--- src/rtl/comp_sequencer_pkg.sv ---
// comp_seq_pkg: shared types and constants for the byte-serial comparator.
package comp_seq_pkg;
  typedef enum logic [1:0] {IDLE, RUN, DONE} state_t;
  localparam int BYTE_W = 8;
  function automatic int clog2(input int n);
    return (n > 1) ? $clog2(n) : 1;
  endfunction
endpackage

--- src/rtl/comp_sequencer_eight_bit_comp.sv ---
// eight_bit_comp: one byte of a chained magnitude compare, MSB-first.
module eight_bit_comp
  import comp_seq_pkg::*;
(
  input  logic [BYTE_W-1:0] i_a,
  input  logic [BYTE_W-1:0] i_b,
  input  logic              i_eq_prev,
  input  logic              i_gt_prev,
  output logic              o_eq,
  output logic              o_gt
);
  assign o_eq = i_eq_prev & (i_a == i_b);
  assign o_gt = i_gt_prev | (i_eq_prev & (i_a > i_b));
endmodule

--- src/rtl/comp_sequencer.sv ---
// comp_sequencer: multi-cycle W-bit compare built on one shared byte comparator.
module comp_sequencer
  import comp_seq_pkg::*;
#(
  parameter int NBYTES     = 4,
  parameter int EARLY_EXIT = 1
) (
  input  logic                   clock,
  input  logic                   reset,
  input  logic                   start,
  input  logic [BYTE_W*NBYTES-1:0] a,
  input  logic [BYTE_W*NBYTES-1:0] b,
  input  logic                   signed_cmp,
  output logic                   busy,
  output logic                   done,
  output logic                   eq,
  output logic                   gt,
  output logic                   lt
);
  localparam int W  = BYTE_W * NBYTES;
  localparam int IW = clog2(NBYTES);
  state_t          r_state;
  logic [W-1:0]    r_a;
  logic [W-1:0]    r_b;
  logic [IW-1:0]   r_idx;
  logic            r_eq_acc;
  logic            r_gt_acc;
  logic            w_eq;
  logic            w_gt;
  logic            w_last;
  logic [W-1:0]    w_flip;
  // flipping the sign bit maps two's-complement onto offset binary
  assign w_flip = {signed_cmp, {(W-1){1'b0}}};
  assign w_last = (r_idx == '0) || ((EARLY_EXIT != 0) && !w_eq);
  eight_bit_comp u_comp (
    .i_a       (r_a[BYTE_W*r_idx +: BYTE_W]),
    .i_b       (r_b[BYTE_W*r_idx +: BYTE_W]),
    .i_eq_prev (r_eq_acc),
    .i_gt_prev (r_gt_acc),
    .o_eq      (w_eq),
    .o_gt      (w_gt)
  );
  always_ff @(posedge clock) begin
    if (reset) begin
      r_state  <= IDLE;
      r_a      <= '0;
      r_b      <= '0;
      r_idx    <= '0;
      r_eq_acc <= 1'b1;
      r_gt_acc <= 1'b0;
      busy     <= 1'b0;
      done     <= 1'b0;
      eq       <= 1'b0;
      gt       <= 1'b0;
      lt       <= 1'b0;
    end else begin
      done <= 1'b0;
      case (r_state)
        RUN: begin
          r_eq_acc <= w_eq;
          r_gt_acc <= w_gt;
          r_idx    <= r_idx - IW'(1);
          if (w_last) begin
            r_state <= DONE;
            busy    <= 1'b0;
            done    <= 1'b1;
            eq      <= w_eq;
            gt      <= w_gt;
            lt      <= ~w_eq & ~w_gt;
          end
        end
        default: begin
          if (start) begin
            r_a      <= a ^ w_flip;
            r_b      <= b ^ w_flip;
            r_idx    <= IW'(NBYTES - 1);
            r_eq_acc <= 1'b1;
            r_gt_acc <= 1'b0;
            r_state  <= RUN;
            busy     <= 1'b1;
          end else begin
            r_state <= IDLE;
          end
        end
      endcase
    end
  end
endmodule

--- config.mk ---
export PLATFORM = sky130hd
export DESIGN_NAME = comp_sequencer
export DESIGN_NICKNAME = d
export VERILOG_FILES = /design/src/rtl/comp_sequencer_pkg.sv /design/src/rtl/comp_sequencer_eight_bit_comp.sv /design/src/rtl/comp_sequencer.sv
export SDC_FILE = /design/constraint.sdc
export NUM_CORES = 1
export LEC_CHECK = 0
export CORE_MARGIN = 8
export CORE_UTILIZATION = 48
export DETAILED_ROUTE_END_ITERATION = 8
export PLACE_DENSITY = 0.77
export SLEW_MARGIN = 30
export SYNTH_ARGS = -nofsm -noshare
export SYNTH_HDL_FRONTEND = slang
export SYNTH_SLANG_ARGS = --single-unit
--- constraint.sdc ---
create_clock -name clock -period 5.7 [get_ports clock]
set_clock_uncertainty 0.05 [all_clocks]
set_input_delay 0.855 -clock clock [delete_from_list [all_inputs] [get_ports clock]]
set_output_delay 0.855 -clock clock [all_outputs]
set_load 0.005 [all_outputs]
* Yosys cells after proc, flatten, opt, wreduce, memory -nomap -nowiden
Index checks and enable logic that the tools add are counted.
** Storage, ports and cells
- Register bits :: 75
- Word-level logic and storage cells :: 47
** Cells by class
- Magnitude comparators :: 1
- Reduce and logical (&&, ||, !) cells :: 8
- Bitwise logic cells :: 9
- Equal/unequal tests :: 3
- Shift-type cells :: 2
- Add/sub/neg operators :: 1
- Multiplexer cells :: 12
** Operators by type and width (number)
- indexed part select 32 x 6 -> 8 bit :: 2
- XOR 32 bit :: 2
- equality test 8 bit :: 1
- greater-than comparator 8 bit :: 1
- 2-to-1 mux 1 bit :: 8
- 2-to-1 mux 2 bit :: 4
- AND reduction 2 bit :: 3
- bitwise AND 1 bit :: 3
- NOT 1 bit :: 3
- equality test 2 x 1 -> 1 bit, second input constant :: 1
- logical NOT 2 bit :: 1
- != test 2 bit, second input constant :: 1
- nonzero test 2 bit :: 1
- OR reduction 2 bit :: 1
- subtractor 2 x 1 -> 2 bit, second input constant :: 1
- logical NOT 1 bit :: 1
- logical OR 1 bit :: 1
- bitwise OR 1 bit :: 1

* Longest topological paths before layout
- Word-level depth :: 7
- Mapped depth :: 10

* Hierarchy
From an unflattened synthesis, not the netlist that was laid out.
** Second synthesis, totals
- Cells, all modules :: 388
- Area total of the unflattened synthesis :: 3478.3 um^2
** By module, submodules not included
- comp_sequencer :: seq. area each 1501.4 um^2, times used 1, cells an instance 358, area each 3260.6 um^2
- eight_bit_comp :: seq. area each 0.0 um^2, times used 1, cells an instance 30, area each 217.7 um^2

* Worst setup path before layout
No wires, ideal clock.
- Path kind :: register -> register
- Start point :: register r_idx[0]
- End point :: register lt
- Arrival time :: 2.385 ns
- Path slack :: 3.205 ns
- Buffers on the path :: 2
- Cell stages (with the launch flop) :: 10
- Cell sequence :: dfxtp_1 -> buf_2 -> buf_4 -> mux4_2 -> ha_1 -> nand4_2 -> o21ai_1 -> a31oi_1 -> a31oi_1 -> a32o_1
** Between the ends
- Word-level cells in the longest chain between the ends :: 6
- Elaborated cells between the ends (all ways) :: 14
- Those cells by class :: order compare (1); eq/ne (1); shift (2); bitwise (6); reduce/logical (4)
** Ends and longest elaborated chain
- start, declared :: RTL line comp_sequencer.sv:25 : logic [IW-1:0] r_idx;
- start signal, assigned :: RTL line comp_sequencer.sv:62 : r_idx <= r_idx - IW'(1);
- start signal, assigned :: RTL line comp_sequencer.sv:76 : r_idx <= IW'(NBYTES - 1);
- indexed part select 32 x 6 -> 8 bit, on equally long branches :: RTL line comp_sequencer.sv:36, comp_sequencer.sv:37
- greater-than comparator 8 bit / equality test 8 bit (equally long branches) :: RTL line comp_sequencer_eight_bit_comp.sv:13, comp_sequencer_eight_bit_comp.sv:12
- bitwise AND 1 bit, on equally long branches :: RTL line comp_sequencer_eight_bit_comp.sv:13, comp_sequencer_eight_bit_comp.sv:12
- bitwise OR 1 bit / logical NOT 1 bit (equally long branches) :: RTL line comp_sequencer_eight_bit_comp.sv:13, comp_sequencer.sv:34
- NOT 1 bit / logical OR 1 bit (equally long branches) :: RTL line comp_sequencer.sv:69, comp_sequencer.sv:34
- bitwise AND 1 bit / AND reduction 2 bit (equally long branches)
- end signal, assigned :: RTL line comp_sequencer.sv:69 : lt <= ~w_eq & ~w_gt;
- end, declared :: RTL line comp_sequencer.sv:18 : output logic lt
Several ways; a longest one is shown, not always the timed one.
A chain may end at the register's enable or synchronous reset.

* Worst setup path after layout
- Start point :: register r_idx[1]
- End point :: register gt
** Between the ends
- Word-level cells in the longest chain between the ends :: 6
- Elaborated cells between the ends (all ways) :: 11
- Those cells by class :: order compare (1); eq/ne (1); shift (2); bitwise (3); reduce/logical (4)
** Ends and longest elaborated chain
- branches (longest 6 deep; another with greater-than comparator 8 bit)
- end signal, assigned :: RTL line comp_sequencer.sv:68 : gt <= w_gt;
- end, declared :: RTL line comp_sequencer.sv:17 : output logic gt,
Parallel ways; which one is timed is not known.

==> metrics.csv <==
metric,value,unit
sw_frac_of_total,0.2656,
drt-total-wl,7266,um
cts-hold-fix-buffers,0,
cts_root_buffer,clkbuf_8,
layout_common_cells,"nand2_1 (126), dfxtp_1 (74), clkdlybuf4s50_1 (71)",
path_clk_slew,70,ps
grt_max_degree,77,
p_switching,0.3456,mW
post_cts_buffers,0,
io_buffers,72,
netlist_top_cells_area,"dfxtp_1 (46%), nand2_1 (15%), mux4_2 (11%), a21oi_1 (10%), ha_1 (3.5%)",
finalSetupViolations,0,
crit_type,reg -> reg,
synth_edf_count,0,
final_util,0.6228,
wire_per_inst,14.08,um
die_h,98.20,um
synthArstFlopShare,0,
area_growth,28.32,%
ir_worst_vdd,0.1623,mV
power_frac_comb,0.196,
start_util,0.4854,
critical_path_buf_inv_count,1,
placed_area,3943,um^2
slew_viol_final,0,
ys_seq_elements,75,
synth_nets,451,
slowest_delay,880,ps
diodes,0,
yosys.area.top_type,dfxtp_1,
die_w,98.20,um
initialDrtViolationCount,133,
status,"finished, final reports clean",
htree_levels,3,
ant_nets,0,
vias,2696,
critPathTopFamily,flip-flops,
grt_pass1_vias,2672,
worstPathMaxFanout,18,
post_synth.cell_area_avg,8.671,um^2
fin_crit_sh,0.4945,
final_hold_viol_count,0,
fmax,0.3548,GHz
hpwl,5146,um
crit_chain,"mux4_2, inv_1, ha_1, and3_1, nand3_2, o31a_1, nor2_1, a211oi_2",
drive_above_1_share,0.09404,
arrival,2970,ps
synth-main-ff-cell,dfxtp_1,
final.setup.tns,0,ps
final_common_cell,nand2_1,
clk_latency,340,ps
clockBufferDepth,2,
hold_path_class,reg -> reg,
core-area,6681,um^2
dr.pass1.iters,4,
relSlewSlack,0.4320,
nFillCells,592,
cp_slowest_cell,dfxtp_1,
p_leak,1.559,nW
seq_area_frac_synth,0.4630,
antenna_found_initial,0,
grt_overflow,0,
rsz0062_at_grt,false,
synthDominantCellAreaShare,0.4630,
io_pins,73,
drt-vias-per-instance,5.225,
cap_viol_max_count,0,
synthCells,374,
yosysWarnings,0,
clockPowerShare,0.343,
die_area,9642,um^2
post_cts_resized,0,
period_needed,2819,ps
rows,30,
ys_types,33,
start_kind,flop,
p_per_area,312.6,nW/um^2
place_congestion,0.8567,
tightest_slew,850.9,ps
cts_sinks,75,
p_int,0.9553,mW
cp-end-kind,flop,
finish.instance_area,4161,um^2
cts_tree,done,
num-nets-final,508,
numCtsBuffers,9,
seq_power_share,0.461,
required,5850,ps
grt_use_total,0.1568,
multiInputGateArea,1572,um^2
grt_pass1_wl,12280,um
synth_area,3243,um^2
drc,0,
seq_area,1503,um^2
==> layout make-up <==
| cell class | instances | share of cell area |
|---|---|---|
| clock buffer | 12 | 0.03488 |
| clock inverter | 4 | 0.01774 |
| inverter | 12 | 0.01082 |
| multi-input combinational | 260 | 0.3776 |
| sequential | 75 | 0.3611 |
| tap | 80 | 0.02405 |
| timing repair buffer | 73 | 0.1738 |
==> synth_stat cells, types with 3 or more instances <==
library cell / instances
nor3_1: 3
inv_1: 12
a21oi_1: 67
mux4_2: 16
buf_2: 12
nand2_1: 127
ha_1: 9
clkbuf_1: 10
buf_4: 5
dfxtp_1: 75
nor2_1: 10
a211oi_1: 4
==> routing by layer <==
metal  wire [um]  vias up  share of wire  track usage
met4         150        0          0.021      0.07556
met1        2962     1251           0.41       0.1771
met3         329       11          0.045      0.04196
li1            -     1374              -            -
met5           0        -              0            0
met2        3824       60           0.53       0.2682
==> path summary, 6_finish.rpt <==
kind / from / end / slack (ps) / depth (start not counted)
max: r_idx[1] / gt / 2880 / 8
min: r_a[23] / r_a[23] / 410 / 2
max reg2reg: r_idx[1] / gt / 2880 / 8
min reg2reg: r_a[23] / r_a[23] / 410 / 2
==> stage by stage <==
step	setup WS [ps]	hold slack (ps)	instances	power, mW
floorplan	3205	383.1	374	0.7762
global placement	2706	391.7	500	0.8574
detailed placement	2886	395.3	500	0.8679
CTS	2844	404.9	516	1.311
global route	2685	426.2	516	1.364
finish	2881	405.5	516	1.301
==> power groups by stage <==
stage / sequential, mW / clock, mW / combinational (mW)
after floorplan: 0.592 / 0 / 0.184
after global placement: 0.612 / 0 / 0.246
after detailed placement: 0.613 / 0 / 0.255
after CTS: 0.601 / 0.454 / 0.257
after global routing: 0.607 / 0.472 / 0.284
final: 0.600 / 0.446 / 0.255
==> worst min-delay path, cell delays in order, from the launching register on <==
cell,delay (ps)
dfxtp_1,310
nand2_1,50
a21oi_1,50
==> logic make-up after synthesis <==
logic type / synth area share
simple gates: 0.1875
compound gates: 0.1427
flops: 0.4630
buf+inv: 0.05556
mux: 0.1111
fa+ha+maj: 0.03472
xor+xnor: 0.005402
==> registers in the layout, indices dropped and copies added (netlist names) <==
register,cells
r_gt_acc,1
lt,1
gt,1
r_idx,2
r_eq_acc,1
eq,1
r_state,2
r_a,32
r_b,32
done,1
busy,1
(Power assumes the default switching activity.)
